File: config.mk
export PLATFORM = sky130hd
export DESIGN_NAME = banco_regs_param
export DESIGN_NICKNAME = d
export VERILOG_FILES = /design/src/rtl/bancoregs_pkg.sv /design/src/rtl/bancoregs_scoreboard.sv /design/src/rtl/banco_regs_param.sv
export SDC_FILE = /design/constraint.sdc
export NUM_CORES = 1
export LEC_CHECK = 0
export CAP_MARGIN = 5
export CORE_MARGIN = 1.5
export CORE_UTILIZATION = 54
export DETAILED_ROUTE_END_ITERATION = 16
export PLACE_DENSITY = 0.75
export SYNTH_ARGS = -nofsm -noshare
export SYNTH_HDL_FRONTEND = slang
export SYNTH_SLANG_ARGS = --single-unit
File: constraint.sdc
create_clock -name clk -period 6.11 [get_ports clk]
set_input_delay 1.833 -clock clk [delete_from_list [all_inputs] [get_ports clk]]
set_output_delay 1.833 -clock clk [all_outputs]
set_load 0.01 [all_outputs]
File: src/rtl/bancoregs_pkg.sv
// bancoregs_pkg
//   Shared constants and types for the banco_regs_param register bank:
//   default widths, clear-sequencer state encoding and the hardwired-zero
//   register address.
package bancoregs_pkg;

  localparam int DATA_W_DEF = 32;
  localparam int ADDR_W_DEF = 5;

  // Register that reads as zero when R0_ZERO is set.
  localparam int REG_ZERO = 0;

  typedef enum logic {
    ST_CLEAR = 1'b0,
    ST_RUN   = 1'b1
  } state_t;

endpackage

File: src/rtl/bancoregs_scoreboard.sv
// bancoregs_scoreboard
//   Pending-write scoreboard: one bit per register, set when decode issues a
//   producer and cleared when writeback commits the value. A set and a clear
//   to the same address in one cycle leaves the bit set, because the set
//   belongs to a newer producer.
//   Ports:
//     clk, reset          clock, synchronous active-high reset (clears all bits)
//     set_en, set_addr    qualified set request
//     clr_en, clr_addr    qualified clear request (accepted write)
//     look_addr           NUM_RD packed lookup addresses
//     look_pend           stored pending bit for each lookup address
module bancoregs_scoreboard
  import bancoregs_pkg::*;
#(
  parameter int ADDR_W = ADDR_W_DEF,
  parameter int NUM_RD = 2
) (
  input  logic                     clk,
  input  logic                     reset,
  input  logic                     set_en,
  input  logic [ADDR_W-1:0]        set_addr,
  input  logic                     clr_en,
  input  logic [ADDR_W-1:0]        clr_addr,
  input  logic [NUM_RD*ADDR_W-1:0] look_addr,
  output logic [NUM_RD-1:0]        look_pend
);

  localparam int DEPTH = 2 ** ADDR_W;

  logic [DEPTH-1:0] pend;
  logic [DEPTH-1:0] pend_nxt;

  // Clear first, then set, so a same-address collision resolves to set.
  always_comb begin
    pend_nxt = pend;
    if (clr_en) pend_nxt[clr_addr] = 1'b0;
    if (set_en) pend_nxt[set_addr] = 1'b1;
  end

  always_ff @(posedge clk) begin
    if (reset) pend <= '0;
    else       pend <= pend_nxt;
  end

  always_comb begin
    look_pend = '0;
    for (int i = 0; i < NUM_RD; i++) begin
      look_pend[i] = pend[look_addr[i*ADDR_W +: ADDR_W]];
    end
  end

endmodule

File: src/rtl/banco_regs_param.sv
// banco_regs_param
//   Parametrised MIPS register bank: NUM_RD combinational read ports, one
//   clocked write port, a clear sequencer that zeroes every register after
//   reset, and a pending-write scoreboard for hazard detection.
//   Optional feature macro: BANCOREGS_BYPASS_EN -- when defined, an accepted
//   write is forwarded to matching read ports in the same cycle and their
//   pending bit is masked (unless a new producer targets the same address).
//   Ports:
//     clk, reset    clock, synchronous active-high reset
//     init_busy     high while the clear sequencer runs
//     rd_addr       packed read addresses, port i at [i*ADDR_W +: ADDR_W]
//     rd_data       packed read data, port i at [i*DATA_W +: DATA_W]
//     rd_pending    scoreboard bit per read port
//     wr_en, wr_addr, wr_data   write port
//     sb_set, sb_addr           mark a register as having an in-flight producer
//
//   state    | meaning
//   ---------+-----------------------------------------------------------
//   ST_CLEAR | writes 0 to regs[clr_ptr] each cycle; writes/sb_set ignored
//   ST_RUN   | normal operation
module banco_regs_param
  import bancoregs_pkg::*;
#(
  parameter int DATA_W  = DATA_W_DEF,
  parameter int ADDR_W  = ADDR_W_DEF,
  parameter int NUM_RD  = 2,
  parameter int R0_ZERO = 1
) (
  input  logic                     clk,
  input  logic                     reset,
  output logic                     init_busy,
  input  logic [NUM_RD*ADDR_W-1:0] rd_addr,
  output logic [NUM_RD*DATA_W-1:0] rd_data,
  output logic [NUM_RD-1:0]        rd_pending,
  input  logic                     wr_en,
  input  logic [ADDR_W-1:0]        wr_addr,
  input  logic [DATA_W-1:0]        wr_data,
  input  logic                     sb_set,
  input  logic [ADDR_W-1:0]        sb_addr
);

  localparam int DEPTH = 2 ** ADDR_W;
  localparam logic [ADDR_W-1:0] ZERO_ADDR = ADDR_W'(REG_ZERO);

  state_t            state;
  state_t            state_nxt;
  logic [ADDR_W-1:0] clr_ptr;
  logic              clr_we;
  logic              run_en;
  logic              wr_acc;
  logic              set_acc;
  logic [DATA_W-1:0] regs [DEPTH];
  logic [ADDR_W-1:0] ra [NUM_RD];
  logic [NUM_RD-1:0] pend_raw;

  // State register: any reset cycle restarts the clear sequence.
  always_ff @(posedge clk) begin
    if (reset) state <= ST_CLEAR;
    else       state <= state_nxt;
  end

  always_comb begin
    state_nxt = state;
    case (state)
      ST_CLEAR: if (clr_ptr == '1) state_nxt = ST_RUN;
      ST_RUN:   state_nxt = ST_RUN;
      default:  state_nxt = ST_CLEAR;
    endcase
  end

  // Reset dominates: nothing is written or marked on a cycle with reset high.
  always_comb begin
    init_busy = 1'b1;
    clr_we    = 1'b0;
    run_en    = 1'b0;
    case (state)
      ST_CLEAR: begin
        init_busy = 1'b1;
        clr_we    = !reset;
      end
      ST_RUN: begin
        init_busy = 1'b0;
        run_en    = !reset;
      end
      default: begin
        init_busy = 1'b1;
      end
    endcase
  end

  // Held at 0 during reset so the sweep takes exactly DEPTH cycles after it.
  always_ff @(posedge clk) begin
    if (reset)       clr_ptr <= '0;
    else if (clr_we) clr_ptr <= clr_ptr + ADDR_W'(1);
  end

  assign wr_acc  = run_en && wr_en  && !((R0_ZERO != 0) && (wr_addr == ZERO_ADDR));
  assign set_acc = run_en && sb_set && !((R0_ZERO != 0) && (sb_addr == ZERO_ADDR));

  always_ff @(posedge clk) begin
    if (clr_we)      regs[clr_ptr] <= '0;
    else if (wr_acc) regs[wr_addr] <= wr_data;
  end

  for (genvar g = 0; g < NUM_RD; g++) begin : g_ra
    assign ra[g] = rd_addr[g*ADDR_W +: ADDR_W];
  end

  bancoregs_scoreboard #(
    .ADDR_W (ADDR_W),
    .NUM_RD (NUM_RD)
  ) u_sb (
    .clk       (clk),
    .reset     (reset),
    .set_en    (set_acc),
    .set_addr  (sb_addr),
    .clr_en    (wr_acc),
    .clr_addr  (wr_addr),
    .look_addr (rd_addr),
    .look_pend (pend_raw)
  );

  always_comb begin
    rd_data    = '0;
    rd_pending = '0;
    for (int i = 0; i < NUM_RD; i++) begin
      rd_data[i*DATA_W +: DATA_W] = regs[ra[i]];
      rd_pending[i]               = pend_raw[i];
`ifdef BANCOREGS_BYPASS_EN
      if (wr_acc && (wr_addr == ra[i])) begin
        rd_data[i*DATA_W +: DATA_W] = wr_data;
        if (!(set_acc && (sb_addr == ra[i]))) rd_pending[i] = 1'b0;
      end
`endif
      if ((R0_ZERO != 0) && (ra[i] == ZERO_ADDR)) begin
        rd_data[i*DATA_W +: DATA_W] = '0;
        rd_pending[i]               = 1'b0;
      end
    end
  end

endmodule

==> impl_results.md, run 1 <==
- Final Hold Viols: 0
- CP Launch Type: primary input
- CTS Sinks: about 1,100
- Seq/Total Area, Yosys: around 62%
- # hold bufs at CTS: 0
- Worst EP arrival: 4380 ps
- Global-route wire length before repair: between 200 and 250 mm
- Tot Pwr: 16.0 mW
- GRT Residual Overflow: 0
- I/O Buffers: roughly 120
- Area post-placement: 55,000 sq um
- Final ANT Viol Nets: 0
- Net Sw Power: 3.63 mW
- Skew final: between 10 and 15 ps
- DP HPWL: roughly 96 mm
- Main combinational cell family by area after synthesis: multiplexers
- Sequential cell area: 31,500 sq um
- XOR/XNOR share of the synthesized area: less than 1%
- DR vias: 32,500
- Nets: 3,026
- Unique masters post-synth: 60
- Area of the multi-input gates: 17,900 sq um
- Yosys reg bits: 1,062
- Fmax: 161 MHz
- Worst Hold Class: flip-flop to flip-flop
- Failing checks: setup timing
- Peak VDD IR: 0.000263 V
- Worst-path maximum fanout: 27
- Slew margin rel.: 12.6%
- Core area: 93,000 sq um
- Adder-cell share of the synthesized area: 0.0494%
- Largest net degree at the start of global routing: 48
- Gp weighted congestion: around 0.9
- # DRC: 0
- Final setup vio count: 3
- CTS Root Cell: clkbuf_16
- Die Height: 309 um
- Avg Cell Area, Syn: 18.7 sq um
- Vias per cell: 7.55
- Clock group share of total power: 41.2%
- Max cap viols: 0
- Synth Warn #: 0
- EDFF count, synth: 1,024
- Pins Over Slew Limit: 0
- Final setup margin: -106 ps
- Row cnt: 112
- Status: finished with violations
- Asr flop ratio synth: 0%
- # IOs: 123
- Initial core utilization: between 50% and 60%
- Sequential Power Share: about half
- Worst slew pin tran: around 1300 ps
- Layout cell share with drive strength beyond 1: 32.5%
- PwrDens: 272 nW/um^2
- CP Class: primary input to primary output
- Internal power: 12.4 mW
- RSZ-0062 raised after global routing: true
- Die width: 309 um
- Tot GR Track Use: 34.6%
- Area leader, netlist: edfxtp_1
- Filler cell count: 6,264
- WL/cell: 38.2 um
- Syn nets: 2,760
- Synthesized area: 50,600 sq um
- Final min period: 6220 ps
- Primary FF master, synth: edfxtp_1
- Post-synth top area share: 60.7%
- Placement Setup Slack: -185 ps
- DRT Pass-1 Iters: 5
- Total CTS buffers: 103
- Fin crit share: 102%
- Vias in the first global route: 32,600
- Final instance area: between 50,000 and 60,000 sq um
- Simple-Gate Fraction of Synth Area: 3.11%
- Ranking of synthesized cells by area: edfxtp_1, mux4_2, mux4_1
- Multiplexer share of the synthesized area: 25.1%
- Hold slack final: 487 ps
- Antenna violations before repair: 6
- CTS tree: built
- Cells after synthesis: between 2,000 and 3,000
- CTS max path bufs: 3
- First DRT Iteration DRCs: 5,388
- Leakage: 17.5 nW
- Comb pwr share: 9.2%
- CP required: 4280 ps
- CTS H-tree depth: 3
- Net Sw Frac: 22.7%
- CP endpoint kind: primary output
- Full die area: 95,600 sq um
- Final wirelength: approximately 160 mm
- Area Growth Syn to Fin: 16.1%
- Reg clk slew, reported paths: 70 ps
- Clk Latency, worst-skew pair: about 700 ps
- Post-synthesis compound-gate area fraction: 6.33%
[critical path, cell delays in order]
cell and delay [ps]:
buf_8 310, buf_12 270, buf_4 240, mux4_2 250
a22oi_1 130, a311oi_1 480, buf_4 240, clkdlybuf4s50_1 560
[layout make-up]
cell class              instances  area share [%]
inverters                       9          0.0617
well taps                    1254            2.67
repair buffers                389            7.27
clock inverters                70            1.26
clock buffers                 120            4.60
multi-input cells            1403            30.5
flip-flops and latches       1062            53.6
diodes                          1         0.00426
[registers in the layout, summed over array words and instances (netlist names)]
| register | flops |
|---|---|
| clr_ptr | 5 |
| regs | 1024 |
| u_sb.pend | 32 |
| state | 1 |
[Yosys cell counts (9+ instances only)]
library cell and count:
mux4_2 405, nand2_1 51, mux2_2 66, dfxtp_1 38, a311oi_1 66, a21oi_1 10, mux4_1 57, o21ai_1 45
buf_4 33, nor2b_1 97, nand2b_1 9, mux2i_1 134, a211oi_1 66, nor3_1 27, nor2_1 29, and2_1 33
a221oi_1 41, edfxtp_1 1024, a22oi_1 66, clkbuf_1 61, buf_2 72, o21ai_0 117, o2111ai_1 19, buf_6 52
inv_1 9
[cell usage in the layout, fill, tap and decap left out, types with 66 or more instances in the layout]
cell	count
mux2i_1	134
edfxtp_1	1024
nor2b_1	93
mux4_2	405
mux2_2	66
clkdlybuf4s50_1	110
buf_12	73
o21ai_0	107
buf_4	188
clkbuf_16	108
[metrics by stage]
step	std cells	setup TNS [ps]	util, %
floorplan	2702	0	-
global placement	4109	-1120	59.1
detailed placement	4109	-1550	59.1
CTS	4302	-3.22	63.0
global route	4307	-143	63.2
finish	4308	-154	63.2
[timing repair]
item	in CTS	in global routing
pin swaps	1	1
resized for setup	22	33
gates cloned	0	2
setup endpoints to repair	19	29
setup buffers	3	3
[metal layers]
| layer | GRT usage, % | vias to the layer above | wire length, um |
|---|---|---|---|
| li1 | - | 12200 | - |
| met1 | 44.1 | 16600 | 53400 |
| met2 | 54.6 | 3051 | 77600 |
| met3 | 9.12 | 694 | 22900 |
| met4 | 19.0 | 10 | 10600 |
| met5 | 0 | - | 70 |
[cell families after synthesis]
group,count (synthesis)
adders and majority gates,2
buffers and inverters,237
DFF,1062
and+or+nand+nor,282
xor gates and xnor gates,3
AOI/OAI and AO/OA,454
muxes,662
[final timing paths]
path / start / to / slack, ps / depth (start not counted)
worst max-delay path: rd_addr[7] / rd_data[46] / -110 / 8
worst min-delay path: u_sb.pend[0] / u_sb.pend[0] / 490 / 1
worst max register to register: state / regs[23][24] / 2900 / 5
worst min register to register: u_sb.pend[0] / u_sb.pend[0] / 490 / 1
[power groups by stage]
stage | Clock (mW) | Sequential, mW | Combinational [mW]
2_1_floorplan | 0 | 8.08 | 0.784
3_3_place_gp | 0 | 8.09 | 1.40
3_5_place_dp | 0 | 8.09 | 1.41
4_1_cts | 6.60 | 7.94 | 1.43
5_1_grt | 6.86 | 7.94 | 1.52
6_report | 6.60 | 7.94 | 1.48
Power figures use the tool's default switching activity.
==> run 2, diff against run 1 <==
- CORE_MARGIN: 1.5 -> 1
- REMOVE_ABC_BUFFERS: not set -> 1
==> impl_results.md, run 2 (synthesis gave the netlist of run 1 again) <==
- Area Growth Syn to Fin: 14.6%
- Skew final: 21.9 ps (+9.12 ps)
- # DRC: 0 (unchanged)
- HP Start: u_sb.pend[8]
- Placed cells: 4,082 (-0.66%)
- Most common cell after layout, fill and taps aside: edfxtp_1
- Worst-path maximum fanout: 32 (+19%)
- DR vias: 31,800 (-2.1%)
- Reg clk slew, reported paths: 60 ps (about the same)
- FF-to-FF End: regs[14][13]
- Status: finished with violations
- Filler cell count: 6,214 (-0.80%)
- R2R Path Start: state
- Worst Hold Class: flip-flop to flip-flop
- Full die area: 95,000 sq um (-0.65%)
- First DRT Iteration DRCs: 4,775 (-11%)
- CTS max path bufs: 3 (unchanged)
- WL/cell: 36.4 um (-4.8%)
- Final setup margin: -59.0 ps (+47.1 ps)
- Initial core utilization: 54.9% (+0.49 points)
- GRT Residual Overflow: 0 (unchanged)
- Fin util: 62.9% (-0.25 points)
- CP required: 4280 ps (about the same)
- Core area: 92,200 sq um (-0.89%)
- Failing checks: setup timing
- Final Hold Viols: 0 (unchanged)
- Worst R2R Setup Slack: 2020 ps (-880 ps)
- Leakage: 17.3 nW (-1.6%)
- CTS Sinks: 1,062 (unchanged)
- Area post-placement: 54,600 sq um (-0.74%)
- Final instance area: 58,000 sq um (-1.3%)
- Gp weighted congestion: 0.861 (-4.8%)
- Fmax: 162 MHz (+0.76%)
- Slew margin rel.: 12.6% (-0.019 points)
- Post-CTS setup buffer count: 0 (-3)
- RSZ-0062 raised after global routing: false
- Total CTS buffers: 106 (+2.9%)
- DRT Pass-1 Iters: 8 (+3)
- CTS tree: built
- End of the worst hold path: u_sb.pend[8]
- Clk Latency, worst-skew pair: 670 ps (-20 ps)
- Final setup vio count: 2 (-1)
- Global-route wire length before repair: 221 mm (-4.1%)
- PwrDens: 272 nW/um^2 (-0.14%)
- CTS H-tree depth: 3 (unchanged)
- Vias per cell: 7.46 (-1.2%)
- Row cnt: 111 (-0.89%)
- Tot GR Track Use: 33.0% (-1.6 points)
- Most frequent cells in the layout: edfxtp_1, mux4_2, buf_4, mux2i_1, o21ai_0
- Pins Over Slew Limit: 0 (unchanged)
- Final wirelength: 155 mm (-5.6%)
- Peak VDD IR: 0.000299 V (+14%)
- Nets: 3,005 (-0.69%)
- # IOs: 123 (unchanged)
- Largest net degree at the start of global routing: 44 (-8.3%)
- Die width: 308 um (-0.32%)
- Worst slew pin tran: 1300 ps (-6.82 ps)
- Hold slack final: 494 ps (+6.43 ps)
- CP endpoint kind: primary output
- CTS Root Cell: clkbuf_16
- Biggest regs: regs x1024, u_sb.pend x32, clr_ptr x5
- Fin crit share: 101% (-0.77 points)
- CP Class: primary input to primary output
- DP HPWL: 91.7 mm (-4.4%)
- CP Launch Type: primary input
- Vias in the first global route: 32,000 (-2.1%)
- Final ANT Viol Nets: 0 (unchanged)
- Layout cell share with drive strength beyond 1: 31.0% (-1.5 points)
- Largest reg by FF count: regs
- Die Height: 308 um (-0.32%)
- Placement Setup Slack: -108 ps (+76.1 ps)
- Max cap viols: 0 (unchanged)
- I/O Buffers: 122 (unchanged)
- # hold bufs at CTS: 0 (unchanged)
- Final min period: 6170 ps (-47.1 ps)
- Antenna violations before repair: 3 (-3)
- WHS Path Cells: 2 (+1)
- Post-CTS Resized: 3 (-86%)
- Max reg flops: 1,024 (unchanged)
- Final Non-Filler Cells: 4,269 (-0.91%)
- Worst EP arrival: 4340 ps (-40 ps)
- FF-to-FF path depth: 5 (unchanged)
## run 2: cell count changes in the layout (fill, tap and decap cells not counted), moves of 4 or more
cell,previous run,this run
a211oi_1,61,65
a211oi_2,5,1
a311oi_1,48,60
a311oi_2,17,6
buf_12,73,51
bufinv_16,15,11
clkbuf_1,14,24
clkinv_1,21,15
clkinvlp_4,5,1
o21ai_0,107,117
o21ai_1,53,45
## run 2: worst max-delay path by stage
| stage | endpoint | cells past startpoint | slack (ps) | startpoint |
|---|---|---|---|---|
| 2_1_floorplan | regs[16][0] | 4 | -70 | reset |
| 3_3_place_gp | rd_data[61] | 8 | -20 | rd_addr[7] |
| 3_5_place_dp | rd_data[61] | 8 | -110 | rd_addr[7] |
| 4_1_cts | rd_data[37] | 8 | 10 | rd_addr[7] |
| 5_1_grt | rd_data[4] | 8 | 1 | rd_addr[1] |
| 6_report | rd_data[26] | 6 | -60 | rd_addr[2] |
## run 2: worst max-delay path: stages
cell and delay, ps:
buf_8 320, mux2i_1 180, a221oi_2 280, o21ai_1 90
a311oi_1 860, clkdlybuf4s50_1 700
## run 2: routing by layer
metal | part of all wire (%) | vias to the layer above | global-route usage [%]
li1 | - | 12200 | -
met1 | 35 | 16400 | 44.1
met2 | 46 | 2760 | 51.4
met3 | 13 | 529 | 8.11
met4 | 5.4 | 0 | 15.8
met5 | 0 | - | 0
## run 2: layout make-up
| class | instances | area [sq um] | share of cell area, % |
|---|---|---|---|
| multi-input combinational | 1403 | 17800 | 30.7 |
| timing repair buffer | 365 | 3740 | 6.45 |
| inverter | 9 | 36.3 | 0.0625 |
| antenna | 1 | 2.50 | 0.00431 |
| sequential | 1062 | 31500 | 54.3 |
| tap | 1243 | 1560 | 2.68 |
| clock inverter | 50 | 520 | 0.897 |
| clock buffer | 136 | 2860 | 4.93 |
## run 2: power by group
group / total [mW] / internal [mW] / switching (mW)
Sequential: 7.94 / 7.92 / 0.0233
Combinational: 1.38 / 0.634 / 0.743
Clock: 6.47 / 3.74 / 2.74
## run 2: per-stage QoR
stage,TNS [ps],power [mW]
3_5_place_dp,-108,9.44
6_report,-67.0,15.8
3_3_place_gp,-22.4,9.42
2_1_floorplan,-16910,8.64
4_1_cts,0,15.8
5_1_grt,0,16.1
